File: src/rtl/mc_pkg.sv
// mc_pkg: shared states, opcode/funct encodings, ALU and PC-source codes for the multicycle controller.
package mc_pkg;

    typedef enum logic [2:0] {S_IDLE, S_FETCH, S_DECODE, S_EXEC, S_MEM, S_WB, S_ERR} state_t;
    typedef enum logic [3:0] {OP_ADD, OP_SUB, OP_ORI, OP_LUI, OP_LW, OP_SW, OP_BEQ, OP_J, OP_ILL} op_t;

    localparam logic [5:0] OPC_RTYPE = 6'h00;
    localparam logic [5:0] OPC_ORI   = 6'h0D;
    localparam logic [5:0] OPC_LUI   = 6'h19;
    localparam logic [5:0] OPC_LW    = 6'h23;
    localparam logic [5:0] OPC_SW    = 6'h2B;
    localparam logic [5:0] OPC_BEQ   = 6'h04;
    localparam logic [5:0] OPC_J     = 6'h02;
    localparam logic [5:0] FN_ADD    = 6'h20;
    localparam logic [5:0] FN_SUB    = 6'h22;

    localparam logic [1:0] ALU_ADD = 2'b00;
    localparam logic [1:0] ALU_OR  = 2'b01;
    localparam logic [1:0] ALU_SUB = 2'b10;
    localparam logic [1:0] ALU_LUI = 2'b11;

    localparam logic [1:0] PC_SEQ    = 2'b00;
    localparam logic [1:0] PC_BRANCH = 2'b01;
    localparam logic [1:0] PC_JUMP   = 2'b10;

    function automatic logic [1:0] alu_op_of(input op_t op);
        return op == OP_ORI ? ALU_OR :
               (op == OP_SUB || op == OP_BEQ) ? ALU_SUB :
               op == OP_LUI ? ALU_LUI : ALU_ADD;
    endfunction

    function automatic logic imm_of(input op_t op);
        return op == OP_ORI || op == OP_LUI || op == OP_LW || op == OP_SW;
    endfunction

endpackage

File: src/rtl/mc_decode.sv
// mc_decode: combinational opcode/funct classification; anything unlisted maps to OP_ILL.
module mc_decode
    import mc_pkg::*;
(
    input  logic [31:0] instr,
    output op_t         op
);

    logic [5:0] opc;
    logic [5:0] fn;
    logic       unused_bits;

    assign opc         = instr[31:26];
    assign fn          = instr[5:0];
    assign unused_bits = ^instr[25:6];

    assign op = opc == OPC_RTYPE ? (fn == FN_ADD ? OP_ADD : fn == FN_SUB ? OP_SUB : OP_ILL) :
                opc == OPC_ORI   ? OP_ORI :
                opc == OPC_LUI   ? OP_LUI :
                opc == OPC_LW    ? OP_LW  :
                opc == OPC_SW    ? OP_SW  :
                opc == OPC_BEQ   ? OP_BEQ :
                opc == OPC_J     ? OP_J   : OP_ILL;

endmodule

File: src/rtl/multicycle_ctrl.sv
// multicycle_ctrl: multicycle CPU control FSM with memory-wait timeout and sticky error state.
// Optional MC_PERF_CNT_EN adds free-running cycle and retired-instruction counters.
module multicycle_ctrl
    import mc_pkg::*;
#(
    parameter int MEM_TIMEOUT = 255
) (
    input  logic        clk,
    input  logic        rst_seq,
    input  logic        run,
    input  logic [31:0] instr,
    input  logic        alu_zero,
    input  logic        imem_ready,
    input  logic        dmem_ready,
    output logic        imem_req,
    output logic        dmem_req,
    output logic        dmem_we,
    output logic        ir_write,
    output logic        pc_write,
    output logic [1:0]  pc_src,
    output logic [1:0]  alu_op,
    output logic        alu_src_imm,
    output logic        reg_write,
    output logic        reg_dst_rd,
    output logic        mem2reg,
    output logic        busy,
    output logic        err
`ifdef MC_PERF_CNT_EN
    ,
    output logic [31:0] cycle_cnt,
    output logic [31:0] retired_cnt
`endif
);

    state_t      state;
    state_t      after;
    op_t         op;
    op_t         dec;
    logic [15:0] wait_cnt;
    logic        ready;
    logic        at_limit;
    logic        jump;
    logic        branch;
    logic        in_alu;

    mc_decode u_decode (.instr(instr), .op(dec));

    assign ready    = state == S_MEM ? dmem_ready : imem_ready;
    // Limit is hit on the MEM_TIMEOUT-th waiting cycle; ready in that cycle still wins.
    assign at_limit = wait_cnt == 16'(MEM_TIMEOUT - 1);
    assign after    = run ? S_FETCH : S_IDLE;

    always_ff @(posedge clk) begin
        if (rst_seq) begin
            state    <= S_IDLE;
            op       <= OP_ILL;
            wait_cnt <= '0;
        end else begin
            wait_cnt <= ((state == S_FETCH || state == S_MEM) && !ready) ? wait_cnt + 16'd1 : '0;
            case (state)
                S_IDLE:   state <= after;
                S_FETCH:  state <= imem_ready ? S_DECODE : at_limit ? S_ERR : S_FETCH;
                S_DECODE: begin
                    op    <= dec;
                    state <= dec == OP_ILL ? S_ERR : dec == OP_J ? after : S_EXEC;
                end
                S_EXEC:   state <= op == OP_BEQ ? after : (op == OP_LW || op == OP_SW) ? S_MEM : S_WB;
                S_MEM:    state <= dmem_ready ? (op == OP_SW ? after : S_WB) : at_limit ? S_ERR : S_MEM;
                S_WB:     state <= after;
                default:  state <= S_ERR;
            endcase
        end
    end

    assign jump        = state == S_DECODE && dec == OP_J;
    assign branch      = state == S_EXEC && op == OP_BEQ;
    assign in_alu      = state == S_EXEC || state == S_MEM;
    assign imem_req    = state == S_FETCH;
    assign ir_write    = imem_req && imem_ready;
    assign pc_write    = ir_write || jump || (branch && alu_zero);
    assign pc_src      = jump ? PC_JUMP : branch ? PC_BRANCH : PC_SEQ;
    assign alu_op      = in_alu ? alu_op_of(op) : ALU_ADD;
    assign alu_src_imm = in_alu && imm_of(op);
    assign dmem_req    = state == S_MEM;
    assign dmem_we     = dmem_req && op == OP_SW;
    assign reg_write   = state == S_WB;
    assign reg_dst_rd  = reg_write && (op == OP_ADD || op == OP_SUB);
    assign mem2reg     = reg_write && op == OP_LW;
    assign busy        = state != S_IDLE && state != S_ERR;
    assign err         = state == S_ERR;

`ifdef MC_PERF_CNT_EN
    logic done;

    assign done = jump || branch || (state == S_MEM && dmem_ready && op == OP_SW) || state == S_WB;

    always_ff @(posedge clk) begin
        if (rst_seq) begin
            cycle_cnt   <= '0;
            retired_cnt <= '0;
        end else begin
            cycle_cnt   <= cycle_cnt + 32'd1;
            retired_cnt <= retired_cnt + 32'(done);
        end
    end
`endif

endmodule

File: config.mk
export PLATFORM = sky130hd
export DESIGN_NAME = multicycle_ctrl
export DESIGN_NICKNAME = d
export VERILOG_FILES = /design/src/rtl/mc_pkg.sv /design/src/rtl/mc_decode.sv /design/src/rtl/multicycle_ctrl.sv
export SDC_FILE = /design/constraint.sdc
export NUM_CORES = 1
export LEC_CHECK = 0
export CAP_MARGIN = 20
export CORE_MARGIN = 4
export CORE_UTILIZATION = 40
export CTS_CLUSTER_DIAMETER = 120
export DETAILED_ROUTE_END_ITERATION = 6
export GPL_ROUTABILITY_DRIVEN = 0
export PLACE_DENSITY_LB_ADDON = 0.12
export REMOVE_ABC_BUFFERS = 1
export SLEW_MARGIN = 5
export SYNTH_ARGS = -nofsm -noshare
export SYNTH_HDL_FRONTEND = slang
export SYNTH_SLANG_ARGS = --single-unit
File: constraint.sdc
create_clock -name clk -period 2.1 [get_ports clk]
set_input_delay 0.21 -clock clk [delete_from_list [all_inputs] [get_ports clk]]
set_output_delay 0.21 -clock clk [all_outputs]
set_load 0.01 [all_outputs]
---- After elaboration in Yosys (flattened, before gate mapping) ----
Index checks and enable logic that the tools add are counted.
word-level totals
  output and inout bits ................... 15
  flip-flop bits (word level) ............. 23
  input port bits ......................... 38
cells by class
  reductions and logical operators ........ 27
  bitwise logic cells ..................... 1
  multiplexer cells ....................... 27
  equality and inequality tests ........... 24
  add/subtract/negate cells ............... 1
operators by type and width
  kind                     number
  $mux W4                  9
  $eq A6 B6 Y1 const B     4
  $mux W3                  6
  $add A16 B1 Y16 const B  1
  $eq A16 B8 Y1 const B    1
  $eq A4 B3 Y1 const B     4
  $pmux W3 S5              1
  $mux W2                  7
  $logic_and A1 B1 Y1      10
  $logic_or A1 B1 Y1       10
  $eq A3 B3 Y1 const B     3
  $eq A4 B2 Y1 const B     2
  $eq A3 B2 Y1 const B     2
  $eq A6 B2 Y1 const B     1
  $eq A6 B3 Y1 const B     1
  $eq A6 B4 Y1 const B     1
  $eq A6 B5 Y1 const B     1
  $logic_not A6 Y1         1
  $eq A4 B1 Y1 const B     1
  $eq A4 B4 Y1 const B     1
  $logic_not A4 Y1         1
  $mux W1                  4
  $reduce_or A2 Y1         2
  $eq A3 B1 Y1 const B     1
  other kinds (5)          5

---- Longest topological paths before layout ----
  depth in word-level cells ............... 12
  depth in mapped cells ................... 7
  mapped depth without buffers ............ 6

---- By module ----
A second synthesis with hierarchy kept.
second synthesis, totals
  cell total of the unflattened synthesis .. 202
  area, all modules ....................... 1,621.6 um2
modules (own cells, without submodules)
  module           sequential area each (um2)  area an instance (um2)  cells an instance  times used
  multicycle_ctrl  460.4                       1,387.6                 163                1
  mc_decode        0.0                         234.0                   39                 1

---- Worst setup path before layout ----
No wires, ideal clock.
  kind .................................... flip-flop to output port
  start ................................... register state[1]
  end ..................................... output port pc_write
  path buffers ............................ 2
  slack ................................... 588 ps
  arrival time ............................ 1,302 ps
  cell stages (with the launch flop) ...... 7
  cell sequence ........................... dfxtp_1 -> buf_4 -> inv_2 -> or3_1 -> clkbuf_1 -> nor3_2 -> a211o_1
on the way
  longest elaborated chain between the ends .. 4
  elaborated cells on any way between the ends .. 9
  classes of those cells .................. eq/ne: 3; reduce/logical: 6
RTL lines
  what                             line                   text
  start, declared                  multicycle_ctrl.sv:35  state_t state;
  start signal, assigned           multicycle_ctrl.sv:61  S_IDLE: state <= after;
  start signal, assigned           multicycle_ctrl.sv:62  S_FETCH: state <= imem_ready ? S_DECODE : at_limit ? S_ERR : S_FETCH;
  start signal, assigned           multicycle_ctrl.sv:65  state <= dec == OP_ILL ? S_ERR : dec == OP_J ? after : S_EXEC;
  $eq A3 B2 Y1                     multicycle_ctrl.sv:75  assign jump = state == S_DECODE && dec == OP_J;
  $logic_and A1 B1 Y1              multicycle_ctrl.sv:75
  via jump                         multicycle_ctrl.sv:42  logic jump;
  $logic_or A1 B1 Y1 (2 in a row)  multicycle_ctrl.sv:80  assign pc_write = ir_write || jump || (branch && alu_zero);
  end, declared                    multicycle_ctrl.sv:19  output logic pc_write,
The timed path passes the listed nets, and every way through them passes these cells.

---- Worst setup path after layout ----
  start ................................... register op[2]
  end ..................................... output port dmem_we
on the way
  longest elaborated chain between the ends .. 2
RTL lines
  what                    line                   text
  start, declared         multicycle_ctrl.sv:37  op_t op;
  start signal, assigned  multicycle_ctrl.sv:56  op <= OP_ILL;
  start signal, assigned  multicycle_ctrl.sv:64  op <= dec;
  $eq A4 B3 Y1            multicycle_ctrl.sv:85  assign dmem_we = dmem_req && op == OP_SW;
  $logic_and A1 B1 Y1     multicycle_ctrl.sv:85
  end, declared           multicycle_ctrl.sv:17  output logic dmem_we,
No other way between the ends.

==> results.sh <==
export IMPL_timing_worst_setup_path_type="flop to primary output"
export IMPL_drt_vias_per_instance=5.315
export IMPL_grt_antenna_before_repair=0
export IMPL_r2r_cells=7
export IMPL_gr_usage_met2_pct=26.06
export IMPL_busiest_layer="met2"
export IMPL_hold_violations=0
export IMPL_path_clk_slew_ns=0.07
export IMPL_period_minus_slack_ns=1.996
export IMPL_holdCritPathClass="flop to flop"
export IMPL_cts_htree_levels=1
export IMPL_grt_ovfl_total=0
export IMPL_dp_cells=267
export IMPL_first_global_vias=1413
export IMPL_routedWlPerCell_microns=13.02
export IMPL_worst_slew_pin_slew_ns=0.5059
export IMPL_synth_ff_type="dfxtp_1"
export IMPL_finalWirelength_microns=3555
export IMPL_cellLeakagePower_nw=0.7436
export IMPL_final_area_sq_um=1986
export IMPL_skew_ns=0.003400
export IMPL_min_path_cells=1
export IMPL_async_reset_ff_share_pct=0
export IMPL_drive_gt1_share_pct=14.54
export IMPL_fin_tns_setup_ns=0
export IMPL_cp_data_required_time_ns=1.89
export IMPL_fin_util_pct=57.25
export IMPL_area_growth_pct=33.36
export IMPL_grt_pass1_wl_microns=6161
export IMPL_die_area_sq_um=4762
export IMPL_arrival_ns=1.79
export IMPL_syn_inst=185
export IMPL_whs_ns=0.4985
export IMPL_fin_cells=273
export IMPL_pin_count=53
export IMPL_ctsRootBufferMaster="clkbuf_8"
export IMPL_ir_worst_vdd_mv=0.3034
export IMPL_synth_avg_cell_area_sq_um=8.048
export IMPL_numClockSinks=23
export IMPL_yosysTopAreaCell="dfxtp_1"
export IMPL_finalSetupViolCount=0
export IMPL_max_clock_path_buffers=2
export IMPL_start_util_pct=42.93
export IMPL_synth_area_leaders="dfxtp_1 31%, nor2_1 8.3%, xor2_1 5.3%"
export IMPL_cts_inserted_buffers=3
export IMPL_powerDensity_nw_per_um2=496.5
export IMPL_rsz0062_at_grt="no"
export IMPL_drt_iter0_drc=109
export IMPL_place_hpwl_microns=2831
export IMPL_vias=1451
export IMPL_ys_types=50
export IMPL_relSlewSlack_pct=65.96
export IMPL_fin_nets=268
export IMPL_n_antenna_cell=0
export IMPL_status="finished, final reports clean"
export IMPL_dr_pass1_iters=4
export IMPL_syn_area_sq_um=1489
export IMPL_crit_fanout=6
export IMPL_use_met1_pct=19.17
export IMPL_start_kind="flop"
export IMPL_track_usage_pct=14.96
export IMPL_insertion_delay_ns=0.26
export IMPL_place_area_sq_um=1904
export IMPL_synth_seq_cells=23
export IMPL_synth_edf_count=0
export IMPL_fp_dieW_microns=69.01
export IMPL_crit_path_end_kind="primary output"
export IMPL_tritoncts="built"
export IMPL_fp_coreArea_sq_um=3468
export IMPL_drc=0
export IMPL_met3_usage_pct=3.488
export IMPL_fin_crit_sh_pct=95.06
export IMPL_netlist_area_leader_share_pct=30.92
export IMPL_portBuffers=32
export IMPL_row_count=21
export IMPL_fmax_mhz=500.9
export IMPL_maxCapViolations=0
export IMPL_final_max_slew_viol_count=0
export IMPL_yosysSeqAreaShare_pct=30.92
export IMPL_grt_max_degree=17
export IMPL_yosys_warnings=0
export IMPL_ant_nets=0
export IMPL_die_h_microns=69.01
## layout by cell type, fill, tap and decap left out, types with 2 or more instances in the layout
cell type	count
a211oi_1	3
a21oi_1	5
a22oi_1	2
a31oi_1	3
a32oi_1	2
and3_1	3
and4_1	2
buf_4	15
clkbuf_8	3
clkdlybuf4s50_1	27
dfxtp_1	20
dfxtp_2	2
dlygate4sd2_1	3
dlymetal6s2s_1	2
ha_1	2
inv_1	6
nand2_1	10
nand2b_1	3
nand3_1	9
nand3b_1	2
nand4_1	3
nand4b_1	2
nand4bb_1	2
nor2_1	33
nor2b_1	2
nor3_1	5
nor3_2	2
nor3b_1	2
nor4_1	4
o21ai_0	4
o32a_1	2
or3_1	5
xnor2_1	8
xor2_1	9
## cell type report
type | instances | area, sq um
clock buffers | 4 | 45.04
fillers | 342 | 1483
inverters | 7 | 26.28
multi-input cells | 146 | 955.9
flip-flops and latches | 23 | 466.7
well taps | 46 | 57.56
repair buffers | 47 | 434.2
## cell usage after synthesis, drive strengths merged, types with 3 or more instances
master,number
nor2,33
dfxtp,23
nand2,10
nand3,9
xor2,9
buf,8
xnor2,8
inv,7
nor3,7
a21oi,5
nor4,5
o21ai,5
or3,5
and3,4
nand2b,4
a211oi,3
a31oi,3
nand4,3
nor3b,3
## path summary, 6_finish.rpt
| check | start | slack [ns] | endpoint |
|---|---|---|---|
| worst max-delay path | op[2] | 0.10 | dmem_we |
| worst min-delay path | wait_cnt[0] | 0.50 | wait_cnt[0] |
| worst max register to register | op[2] | 0.30 | state[0] |
| worst min register to register | wait_cnt[0] | 0.50 | wait_cnt[0] |
## timing repair
action,CTS,global route
cloned,0,0
resized for setup,8,3
pin swaps,1,0
setup buffers,0,2
endpoints found under the setup margin,7,4
hold buffers,0,0
## critical path, cell delays in order (launching register included)
cell             delay (ns)
dfxtp_1                0.45
nor3b_4                0.24
buf_4                  0.16
and3_1                 0.15
clkdlybuf4s50_1        0.53
## per-layer routing
metal / up-vias / share of wire [%]
li1: 745 / -
met1: 682 / 48
met2: 20 / 48
met3: 4 / 3.0
met4: 0 / 0.62
met5: - / 0
## per-stage QoR
stage / worst slack, ns / power, mW
floorplan: 0.4484 / 0.5973
global placement: 0.07013 / 0.7223
detailed placement: 0.05853 / 0.7290
CTS: 0.002107 / 0.9934
global route: 0.01750 / 1.041
finish: 0.1038 / 0.9859
## flip-flops by register name, indices dropped and copies added, names as in the netlist
register,count
op,4
wait_cnt,16
state,3
## logic make-up (layout without fill, tap and decap cells)
logic type | Yosys count | after routing | synth area share (%)
buffers and inverters | 16 | 58 | 5.797
multiplexers | 1 | 1 | 0.7562
flip-flops | 23 | 23 | 30.92
AND/OR/NAND/NOR | 95 | 95 | 34.87
adder cells (fa/ha/maj) | 2 | 2 | 1.680
AO/OA/AOI/OAI | 31 | 31 | 15.97
XOR/XNOR | 17 | 17 | 10.00
## power by group
group,leakage [nW],internal [mW],total (mW),switching (mW)
Combinational,0.533,0.133,0.243,0.111
Clock,0.0228,0.135,0.263,0.128
Sequential,0.187,0.451,0.479,0.0286
Total,0.744,0.719,0.986,0.267
(Power assumes the default switching activity.)
